`src/rtl/fp_pkg.sv`:
```
`default_nettype none
// ============================================================================
// Module      : fp_pkg
// Description : Shared FP32 constants for the adder/subtractor pipeline:
//               IEEE-754 single field widths, exponent bias, operand class
//               codes and the canonical quiet-NaN pattern.
// Revision    : 1.0 - initial release
// ============================================================================
package fp_pkg;

    localparam int EXP_W  = 8;
    localparam int FRAC_W = 23;
    localparam int BIAS   = 127;

    // Operand class codes
    localparam logic [2:0] ZERO      = 3'b000;
    localparam logic [2:0] INF       = 3'b001;
    localparam logic [2:0] SUBNORMAL = 3'b010;
    localparam logic [2:0] NORMAL    = 3'b011;
    localparam logic [2:0] NAN       = 3'b100;

    localparam logic [31:0] QNAN = 32'h7FC0_0000;

endpackage : fp_pkg
`default_nettype wire

```
`src/rtl/type_detect.sv`:
```
`default_nettype none
// ============================================================================
// Module      : type_detect
// Description : Classifies one IEEE-754 single-precision value into
//               ZERO / INF / SUBNORMAL / NORMAL / NAN. Purely combinational.
// Ports       : val       in  32  IEEE-754 single operand
//               type_code out  3   class code (fp_pkg encoding)
// Revision    : 1.0 - initial release
// ============================================================================
module type_detect
    import fp_pkg::*;
(
    input  logic [31:0] val,
    output logic [2:0]  type_code
);

    logic [EXP_W-1:0] w_exp;
    logic             w_frac_nz;

    assign w_exp     = val[30:23];
    assign w_frac_nz = |val[22:0];

    always_comb begin
        type_code = NORMAL;
        if (w_exp == '0) begin
            type_code = w_frac_nz ? SUBNORMAL : ZERO;
        end else if (w_exp == '1) begin
            type_code = w_frac_nz ? NAN : INF;
        end
    end

endmodule : type_detect
`default_nettype wire

```
`src/rtl/fp_add_unpack.sv`:
```
`default_nettype none
// ============================================================================
// Module      : fp_add_unpack
// Description : First stage of the FP32 adder/subtractor. Classifies both
//               operands, resolves special cases to a final result, and
//               otherwise sorts the operands by magnitude to feed the
//               alignment shifter. One registered stage, valid/ready.
// Ports       : clk, rst (async, active-high)
//               in_valid/in_ready, op_a, op_b, op_sub   - operand set
//               out_valid/out_ready                     - result handshake
//               out_special, out_special_res            - final special result
//               out_type_a, out_type_b                  - operand classes
//               out_sign, out_eff_sub, out_exp_big, out_exp_diff,
//               out_mant_big, out_mant_small            - aligned-stage inputs
// Revision    : 1.0 - initial release
// ============================================================================
module fp_add_unpack #(
    parameter logic [31:0] QNAN = fp_pkg::QNAN
) (
    input  logic        clk,
    input  logic        rst,
    input  logic        in_valid,
    output logic        in_ready,
    input  logic [31:0] op_a,
    input  logic [31:0] op_b,
    input  logic        op_sub,
    output logic        out_valid,
    input  logic        out_ready,
    output logic        out_special,
    output logic [31:0] out_special_res,
    output logic [2:0]  out_type_a,
    output logic [2:0]  out_type_b,
    output logic        out_sign,
    output logic        out_eff_sub,
    output logic [7:0]  out_exp_big,
    output logic [7:0]  out_exp_diff,
    output logic [23:0] out_mant_big,
    output logic [23:0] out_mant_small
);

    import fp_pkg::*;

    logic [2:0]  w_type_a, w_type_b;
    logic        w_sign_a, w_sign_b;
    logic        w_eff_sub;
    logic [7:0]  w_exp_a, w_exp_b;
    logic [23:0] w_mant_a, w_mant_b;
    logic        w_a_big;
    logic        w_special;
    logic [31:0] w_special_res;
    logic [7:0]  w_exp_big, w_exp_small;
    logic        w_xfer_in;

    type_detect u_type_a (.val(op_a), .type_code(w_type_a));
    type_detect u_type_b (.val(op_b), .type_code(w_type_b));

    // B's sign folded with the opcode so the rest of the stage only sees an add
    assign w_sign_a  = op_a[31];
    assign w_sign_b  = op_b[31] ^ op_sub;
    assign w_eff_sub = w_sign_a ^ w_sign_b;

    // Subnormals share the minimum normal exponent; only normals carry a hidden 1
    assign w_exp_a  = (w_type_a == ZERO || w_type_a == SUBNORMAL) ? 8'd1 : op_a[30:23];
    assign w_exp_b  = (w_type_b == ZERO || w_type_b == SUBNORMAL) ? 8'd1 : op_b[30:23];
    assign w_mant_a = {(w_type_a == NORMAL), op_a[22:0]};
    assign w_mant_b = {(w_type_b == NORMAL), op_b[22:0]};

    // Exponent/fraction concatenation orders magnitude directly; tie keeps A big
    assign w_a_big     = (op_a[30:0] >= op_b[30:0]);
    assign w_exp_big   = w_a_big ? w_exp_a : w_exp_b;
    assign w_exp_small = w_a_big ? w_exp_b : w_exp_a;

    always_comb begin
        w_special     = 1'b1;
        w_special_res = '0;
        if (w_type_a == NAN || w_type_b == NAN) begin
            w_special_res = QNAN;
        end else if (w_type_a == INF && w_type_b == INF && w_eff_sub) begin
            w_special_res = QNAN;
        end else if (w_type_a == INF) begin
            w_special_res = {w_sign_a, 8'hFF, 23'b0};
        end else if (w_type_b == INF) begin
            w_special_res = {w_sign_b, 8'hFF, 23'b0};
        end else if (w_type_a == ZERO && w_type_b == ZERO) begin
            // Round-to-nearest: only (-0) + (-0) yields -0
            w_special_res = {w_sign_a & w_sign_b, 31'b0};
        end else if (w_type_a == ZERO) begin
            w_special_res = {w_sign_b, op_b[30:0]};
        end else if (w_type_b == ZERO) begin
            w_special_res = op_a;
        end else begin
            w_special = 1'b0;
        end
    end

    assign in_ready  = !out_valid || out_ready;
    assign w_xfer_in = in_valid && in_ready;

    always_ff @(posedge clk or posedge rst) begin
        if (rst) begin
            out_valid       <= 1'b0;
            out_special     <= 1'b0;
            out_special_res <= '0;
            out_type_a      <= '0;
            out_type_b      <= '0;
            out_sign        <= 1'b0;
            out_eff_sub     <= 1'b0;
            out_exp_big     <= '0;
            out_exp_diff    <= '0;
            out_mant_big    <= '0;
            out_mant_small  <= '0;
        end else begin
            if (w_xfer_in) begin
                out_valid       <= 1'b1;
                out_special     <= w_special;
                out_special_res <= w_special_res;
                out_type_a      <= w_type_a;
                out_type_b      <= w_type_b;
                out_sign        <= w_a_big ? w_sign_a : w_sign_b;
                out_eff_sub     <= w_eff_sub;
                out_exp_big     <= w_exp_big;
                out_exp_diff    <= w_exp_big - w_exp_small;
                out_mant_big    <= w_a_big ? w_mant_a : w_mant_b;
                out_mant_small  <= w_a_big ? w_mant_b : w_mant_a;
            end else if (out_ready) begin
                out_valid <= 1'b0;
            end
        end
    end

endmodule : fp_add_unpack
`default_nettype wire

```
`config.mk`:
```
export PLATFORM = sky130hd
export DESIGN_NAME = fp_add_unpack
export DESIGN_NICKNAME = d
export VERILOG_FILES = /design/src/rtl/fp_pkg.sv /design/src/rtl/type_detect.sv /design/src/rtl/fp_add_unpack.sv
export SDC_FILE = /design/constraint.sdc
export NUM_CORES = 1
export LEC_CHECK = 0
export ABC_CLOCK_PERIOD_IN_PS = 8400
export CORE_MARGIN = 2
export CORE_UTILIZATION = 45
export CTS_CLUSTER_SIZE = 20
export DETAILED_ROUTE_END_ITERATION = 7
export PLACE_DENSITY = 0.74
export SYNTH_ARGS = -nofsm -noshare
export SYNTH_HDL_FRONTEND = slang
export SYNTH_HIERARCHICAL = 1
export SYNTH_SLANG_ARGS = --single-unit
```
`constraint.sdc`:
```
create_clock -name clk -period 8.4 [get_ports clk]
set_input_delay 2.52 -clock clk [delete_from_list [all_inputs] [get_ports clk]]
set_output_delay 2.52 -clock clk [all_outputs]
set_load 0.05 [all_outputs]
```
==> reports/metrics.yaml, run 1 <==
floorplan:
  start_util: 0.454
  die_w_um: 130
  die_h_um: 130
  dieArea_mm2: 0.0169
  io_pins: 176
  rows: 46
  coreArea_mm2: 0.0157
route:
  drt_iter0_markers: 706
  drtPass1Iterations: 5
  routed_wirelength_um: 23600
  vias_per_cell: 6.03
  wl_per_cell_um: 20.0
  drc: 0
  vias: 7127
  antenna_left: 0
grt:
  grt_pass1_wl_um: 36600
  grt_overflow_total: 0
  grt_max_degree: 68
  antenna_found_initial: 1
  grt_usage: 0.280
  grt_pass1_vias: 6591
cts:
  cts.repair.resized: 0
  clockBufferDepth: 2
  clk_latency_ns: 0.36
  numCtsBuffers: 9
  cts_htree_levels: 3
  cts_tree: "built"
  clk_pin_slew_ns: 0.07
  clockRootBuffer: "clkbuf_16"
  ctsHoldBuffers: 0
  postCtsSetupBuffers: 0
  cts_sinks: 106
logic_synthesis:
  synth-async-reset-ratio: 1.00
  synthFlopType: "dfrtp_1"
  synth_edf_count: 0
  synth.cell_area_mm2: 0.00714
  synth-compound-area-share: 0.256
  synthMuxAreaShare: 0.0123
  ys_types: 57
  synthCells: 828
  synth_xor_area_frac: 0.00368
  synth_top_family_by_area: "compound AO/OA/AOI/OAI gates"
  synth-simple-area-share: 0.224
  syn_area_per_cell_um2: 8.62
  syn-num-nets: 937
  yosysWarnings: 6
  ys_seq_elements: 106
  synthAdderAreaFrac: 0.0712
  seq_area_frac_synth: 0.372
layout:
  drive_gt1_frac: 0.0529
  fin_area_mm2: 0.00929
  nNetsFinal: 1069
  final_cell_mix: "175 x clkdlybuf4s50_1, 128 x nand2_1, 106 x dfrtp_1"
  layout_commonest_cell: "clkdlybuf4s50_1"
  synthToLayoutAreaGrowth_pct: 30.1
  nFillCells: 1429
sta:
  relSlewSlack: 0.234
  hold_ws_ns: 0.483
  tightest_slew_ns: 1.14
  rsz0062_at_grt: "no"
  hold_viol_final: 0
  fin_crit_ns: 6.59
  setup_viol_count_final: 0
  clock_skew_ns: 0.00986
  drv_slew: 0
  layout_setup_ws_ns: 1.81
  fmax_mhz: 152
  fin_tns_setup_ns: 0
  period_share: 0.785
power:
  power.internal_uw: 1110
  swShare: 0.407
  power_switching_uw: 758
  pwr_density_cell_mw_per_mm2: 201
  power_frac_comb: 0.423
  ir_worst_vdd_mv: 0.147
  clockPowerShare: 0.238
  p_leak_uw: 0.00392
  power_uw: 1860
  seq_power_share: 0.339
place:
  place_hpwl_um: 16300
  place.gp.congestion: 0.902
  io_buffer_count: 175
  dpl_cell_area_mm2: 0.00898
  dp_slack_ns: 1.66
run_status:
  outcome: "finished clean"
flow_run:
  maxCapViolCount: 0
critical_path:
  critPathKind: "in2out"
  worstPathArrival_ns: 4.07
  cp_max_fo: 4
  crit_required_ns: 5.88
  start_kind: "input pin"
  cp-end-kind: "primary output"
min_path:
  hp-class: "reg2reg"
==> sequential cells by signal (all words and copies together), names as in the netlist, 3 cells and up <==
signal	flops
out_mant_small	24
out_type_b	3
out_exp_big	8
out_special_res	32
out_exp_diff	8
out_mant_big	24
out_type_a	3
==> worst paths after layout <==
path                                startpoint                  end  slack, ns  depth (start not counted)
max                                  out_ready             in_ready       1.81                          3
min                        out_special_res[19]  out_special_res[19]       0.48                          2
max reg2reg                          out_valid  out_special_res[24]       5.42                          6
min reg2reg                out_special_res[19]  out_special_res[19]       0.48                          2
max in group asynchronous                  rst   out_special_res[4]       4.56                          3
min in group asynchronous                  rst  out_special_res[24]       2.54                          2
==> worst max-delay path, stage by stage <==
cell	delay, ns
clkdlybuf4s50_1	0.45
nand2b_1	0.23
clkdlybuf4s50_1	0.86
==> routing by layer <==
metal | up-vias | wire length (um) | global-route usage
met5 | - | 0 | 0
met4 | 0 | 570 | 0.0810
met3 | 41 | 2060 | 0.0705
met2 | 351 | 10800 | 0.437
met1 | 3410 | 10200 | 0.387
li1 | 3325 | - | -
==> Yosys cell counts, drive strengths merged, types with 2 or more instances <==
cell type  count  area (um2)
nor3b          2        15.0
nand3         50         250
o21ai         34         170
a21o           2        15.0
a21boi         4        30.0
inv           37         139
or4            4        37.5
a221o          2        20.0
nand4         10        68.8
a22oi         24         180
nand2        130         488
ha            39         488
or3           49         307
and4           2        17.5
a21oi         15        78.8
a31oi          9        56.3
a211oi         5        37.5
nor3          10        50.1
clkbuf        48         180
a2bb2oi       54         473
or2            3        18.8
and3           2        12.5
dfrtp        106        2650
nor4          11        68.8
o2bb2ai        2        17.5
mux2i          2        20.0
a31o           2        17.5
mux2           6        67.6
xor2           3        26.3
buf           17         111
nor2          43         161
nor2b          4        25.0
a211o         53         464
o21a           5        38.8
o211ai         5        37.5
o31ai          5        51.3
nand2b         3        18.8
a221oi        11        96.3
and2           7        43.8
==> logic make-up after synthesis <==
group	Yosys count
buffers and inverters	102
adder cells (fa/ha/maj)	40
AO/OA/AOI/OAI	237
flip-flops	106
multiplexers	8
XOR/XNOR	3
AND/OR/NAND/NOR	332
==> per-stage QoR <==
stage	utilization	cells
2_1_floorplan	-	828
3_3_place_gp	0.572	1165
3_5_place_dp	0.572	1165
4_1_cts	0.591	1180
5_1_grt	0.591	1181
6_report	0.591	1181
==> power by group through the flow <==
| stage | clock [uW] | combinational [uW] | sequential, uW |
|---|---|---|---|
| 2_1_floorplan | 0 | 250 | 893 |
| 5_1_grt | 469 | 839 | 639 |
| 6_report | 444 | 789 | 632 |
| 3_3_place_gp | 0 | 783 | 640 |
| 3_5_place_dp | 0 | 785 | 639 |
| 4_1_cts | 452 | 790 | 632 |
==> layout make-up <==
class,instances,area [um2],share of cell area
Antenna cell,1,2.50,0.000269
Inverter,37,141,0.0152
Tap cell,216,270,0.0291
Sequential cell,106,2650,0.286
Timing Repair Buffer,186,1830,0.198
Clock inverter,4,51.3,0.00552
Clock buffer,11,253,0.0272
Multi-Input combinational cell,620,4080,0.440
Note: power is estimated with default switching activity, not from simulation.
==> inputs of run 2 (changes only) <==
ABC_CLOCK_PERIOD_IN_PS = 6800   (was 8400)
clock period = 6.8 ns   (was 8.4 ns; I/O delays follow)
==> reports/metrics.yaml, run 2 (same netlist as run 1, synthesis figures left out) <==
run_status:
  outcome: "finished clean"
layout:
  diodes: 0
  nNetsFinal: 1073
  reg_top3: "out_special_res x32, out_mant_big x24, out_mant_small x24"
  largest-register: "out_special_res"
  drive_gt1_frac: 0.0578
  synthToLayoutAreaGrowth_pct: 30.6
  final_cell_mix: "175 x clkdlybuf4s50_1, 128 x nand2_1, 106 x dfrtp_1"
  multi_input_area_mm2: 0.00408
  ff_latch_area_mm2: 0.00265
  nFillCells: 1400
  largest_reg_flops: 32
  layout_commonest_cell: "clkdlybuf4s50_1"
route:
  routed_wirelength_um: 23500
  vias: 7186
  drtPass1Iterations: 5
  vias_per_cell: 6.06
  drc: 0
  wl_per_cell_um: 19.9
  drt_iter0_markers: 713
  antenna_left: 0
cts:
  clk_pin_slew_ns: 0.07
  cts_htree_levels: 3
  clockBufferDepth: 2
  clockRootBuffer: "clkbuf_16"
  cts.repair.resized: 0
  postCtsSetupBuffers: 0
  clk_latency_ns: 0.36
  cts_tree: "built"
  cts_sinks: 106
  ctsHoldBuffers: 0
  numCtsBuffers: 9
critical_path:
  critPathKind: "in2reg"
  critPathTopFamily: "compound AO/OA/AOI/OAI gates"
  start_kind: "input pin"
  slowest_delay_ns: 0.58
  crit_slowest_cell: "clkdlybuf4s50_1"
  worstPathArrival_ns: 6.20
  crit_required_ns: 7.07
  cp_max_fo: 21
  cp-end-kind: "flip-flop"
  path_buf_inv: 2
  path_cells: "clkdlybuf4s50_1 -> inv_1 -> ha_1 -> nand4_2 -> or3_1 -> or2_1 -> o21ai_1 -> mux2i_1 -> ha_1 -> fa_1 -> nor2b_1 -> o21ai_0 -> a21boi_0 -> o21a_1 -> o21a_1 -> o31ai_1"
floorplan:
  io_pins: 176
  start_util: 0.454
  die_w_um: 130
  rows: 46
  coreArea_mm2: 0.0157
  die_h_um: 130
  dieArea_mm2: 0.0169
grt:
  antenna_found_initial: 0
  grt_max_degree: 72
  grt_usage: 0.281
  grt_overflow_total: 0
  grt_pass1_wl_um: 37100
  grt_pass1_vias: 6898
sta:
  relSlewSlack: 0.260
  drv_slew: 0
  tightest_slew_ns: 1.11
  fin_crit_ns: 5.93
  clock_skew_ns: 0.00666
  setup_viol_count_final: 0
  hold_ws_ns: 0.484
  fin_tns_setup_ns: 0
  period_share: 0.871
  hold_viol_final: 0
  rsz0062_at_grt: "no"
  fmax_mhz: 169
place:
  place_hpwl_um: 16200
  io_buffer_count: 175
  place.gp.congestion: 0.870
flow_run:
  maxCapViolCount: 0
power:
  p_leak_uw: 0.00394
  ir_worst_vdd_mv: 0.133
  pwr_density_cell_mw_per_mm2: 249
min_path:
  hp-class: "reg2reg"
run 2: cell count changes in the layout (fill, tap and decap cells not counted):
cell	before	now
buf_4	11	15
clkinv_4	1	3
clkbuf_8	2	1
clkinv_2	1	0
diode_2	1	0
inv_8	0	1
run 2: path summary, 6_finish.rpt:
| path | startpoint | endpoint | slack [ns] | depth (start not counted) |
|---|---|---|---|---|
| hold reg to reg | out_type_b[1] | out_type_b[1] | 0.48 | 2 |
| hold / removal | out_type_b[1] | out_type_b[1] | 0.48 | 2 |
| setup / recovery | op_b[30] | out_exp_diff[6] | 0.87 | 16 |
| setup reg to reg | out_valid | out_special_res[23] | 3.84 | 6 |
| min in group asynchronous | rst | out_valid | 2.24 | 2 |
| max in group asynchronous | rst | out_mant_big[10] | 3.52 | 3 |
run 2: worst register-to-register path: stages (launching register included):
cell and delay [ns]:
dfrtp_1 0.38, nand2b_1 0.22, nand2_4 0.37, a221o_1 0.44, or3_1 0.84, a221oi_1 0.50
nor2_1 0.09
run 2: power breakdown:
part,leakage (uW),switching [uW],internal [uW],total [uW]
clock network,0.000151,266,301,567
logic,0.00247,632,343,976
registers,0.00133,57.5,721,778
total,0.00394,956,1370,2320
run 2: routing by layer:
metal | GRT usage | up-vias | routed length [um]
met2 | 0.432 | 376 | 10600
met4 | 0.112 | 0 | 679
met1 | 0.389 | 3424 | 10200
met5 | 0 | - | 0
met3 | 0.0586 | 54 | 2070
li1 | - | 3332 | -
run 2: final cells by class:
cell class / count / share of cell area
clock buffer: 10 / 0.0256
clock inverter: 6 / 0.00805
inverter: 37 / 0.0152
multi-input combinational: 620 / 0.438
sequential: 106 / 0.284
tap: 216 / 0.0290
timing repair buffer: 190 / 0.200
run 2: per-stage QoR:
| stage | total power [uW] | instance area (um2) | cells | util | setup slack [ns] |
|---|---|---|---|---|---|
| 6_report | 2320 | 9320 | 1185 | 0.593 | 0.874 |
| 5_1_grt | 2420 | 9320 | 1185 | 0.593 | 0.553 |
| 4_1_cts | 2330 | 9320 | 1185 | 0.593 | 0.905 |
| 3_5_place_dp | 1760 | 9010 | 1169 | 0.573 | 0.561 |
| 3_3_place_gp | 1760 | 9010 | 1169 | 0.573 | 0.660 |
| 2_1_floorplan | 1410 | 7140 | 828 | - | 1.56 |
==> inputs of run 3 (changes only) <==
CORE_MARGIN = 3   (was 2)
==> reports/metrics.yaml, run 3 (same netlist as run 1, synthesis figures left out) <==
run_status:
  outcome: "finished clean"
floorplan:
  coreArea_mm2: 0.0154
  die_h_um: 132
  die_w_um: 132
  dieArea_mm2: 0.0174
  io_pins: 176
  start_util: 0.464
  rows: 45
sta:
  fmax_mhz: 170
  clock_skew_ns: 0.00735
  relSlewSlack: 0.218
  fin_tns_setup_ns: 0
  fin_crit_ns: 5.87
  period_share: 0.864
  setup_viol_count_final: 0
  drv_slew: 0
  rsz0062_at_grt: "no"
  tightest_slew_ns: 1.17
  hold_viol_final: 0
layout:
  final_cell_mix: "175 x clkdlybuf4s50_1, 128 x nand2_1, 106 x dfrtp_1"
  diodes: 0
  synthToLayoutAreaGrowth_pct: 30.4
  reg_top3: "out_special_res x32, out_mant_big x24, out_mant_small x24"
  layout_commonest_cell: "clkdlybuf4s50_1"
  drive_gt1_frac: 0.0568
  nFillCells: 1391
  nNetsFinal: 1073
  largest-register: "out_special_res"
  fin_area_mm2: 0.00931
  largest_reg_flops: 32
min_path:
  hp-class: "reg2reg"
cts:
  ctsHoldBuffers: 0
  cts.repair.resized: 0
  postCtsSetupBuffers: 0
  clk_latency_ns: 0.37
  clockRootBuffer: "clkbuf_16"
  clk_pin_slew_ns: 0.07
  cts_sinks: 106
  clockBufferDepth: 2
  cts_htree_levels: 3
  numCtsBuffers: 9
  cts_tree: "built"
critical_path:
  crit_required_ns: 7.07
  cp-end-kind: "flip-flop"
  slowest_delay_ns: 0.62
  start_kind: "input pin"
  cp_max_fo: 8
  crit_slowest_cell: "nor4_1"
  critPathKind: "in2reg"
  worstPathArrival_ns: 6.14
  path_cells: "clkdlybuf4s50_1 -> nor4_1 -> a211oi_1 -> o2bb2ai_1 -> or2_2 -> nor2b_1 -> nand2_1 -> a2bb2oi_1 -> nand2_1 -> ha_1 -> fa_1 -> nor2b_1 -> o21ai_0 -> a21boi_0 -> o21a_1 -> nor3_1 -> o31ai_1"
route:
  routed_wirelength_um: 24400
  vias: 7293
  vias_per_cell: 6.18
  wl_per_cell_um: 20.7
  drc: 0
  drtPass1Iterations: 5
  antenna_left: 0
  drt_iter0_markers: 865
grt:
  grt_overflow_total: 0
  antenna_found_initial: 0
  grt_max_degree: 73
  grt_pass1_vias: 6953
  grt_pass1_wl_um: 38800
  grt_usage: 0.274
flow_run:
  maxCapViolCount: 0
power:
  ir_worst_vdd_mv: 0.159
  pwr_density_cell_mw_per_mm2: 249
  power_uw: 2320
  p_leak_uw: 0.00395
place:
  place_hpwl_um: 16600
  place.gp.congestion: 0.916
  io_buffer_count: 175
  dpl_cell_area_mm2: 0.00900
[run 3: worst paths after layout]
check | slack, ns | startpoint | depth (start not counted) | to
hold reg to reg | 0.48 | out_special_res[0] | 2 | out_special_res[0]
hold / removal | 0.48 | out_special_res[0] | 2 | out_special_res[0]
min in group asynchronous | 2.20 | rst | 2 | out_mant_big[18]
max in group asynchronous | 3.53 | rst | 3 | out_special
setup reg to reg | 4.03 | out_valid | 6 | out_special_res[23]
setup / recovery | 0.93 | op_a[26] | 17 | out_exp_diff[6]
[run 3: area by class of cell]
| class | count | area, um2 | share of cell area |
|---|---|---|---|
| clock buffers | 12 | 256 | 0.0276 |
| well taps | 211 | 264 | 0.0284 |
| flip-flops and latches | 106 | 2650 | 0.285 |
| repair buffers | 190 | 1860 | 0.200 |
| clock inverters | 4 | 48.8 | 0.00524 |
| inverters | 37 | 141 | 0.0152 |
| multi-input cells | 620 | 4080 | 0.438 |
[run 3: report_power, final]
| group | leakage (uW) | internal (uW) | switching (uW) |
|---|---|---|---|
| clock network | 0.000153 | 306 | 250 |
| registers | 0.00133 | 721 | 59.3 |
| logic | 0.00247 | 344 | 637 |
| total | 0.00395 | 1370 | 946 |
[run 3: metal layers]
| layer | track usage | vias to the layer above | part of all wire |
|---|---|---|---|
| li1 | - | 3343 | - |
| met1 | 0.387 | 3513 | 0.43 |
| met2 | 0.419 | 395 | 0.46 |
| met3 | 0.0584 | 42 | 0.087 |
| met4 | 0.0945 | 0 | 0.026 |
| met5 | 0 | - | 0 |
[run 3: per-stage QoR]
step,util,worst slack (ns),std cells,hold slack [ns]
floorplan,-,1.56,828,0.745
global placement,0.586,0.781,1164,0.463
detailed placement,0.586,0.723,1164,0.470
CTS,0.606,1.07,1180,0.487
global route,0.606,0.697,1180,0.509
finish,0.606,0.928,1180,0.483
[run 3: critical path, delay by kind of cell]
kind,cells,cell delay [ns]
AND/OR/NAND/NOR,7,1.54
adder cells (fa/ha/maj),2,0.64
buffers and inverters,1,0.56
AO/OA/AOI/OAI,7,1.37
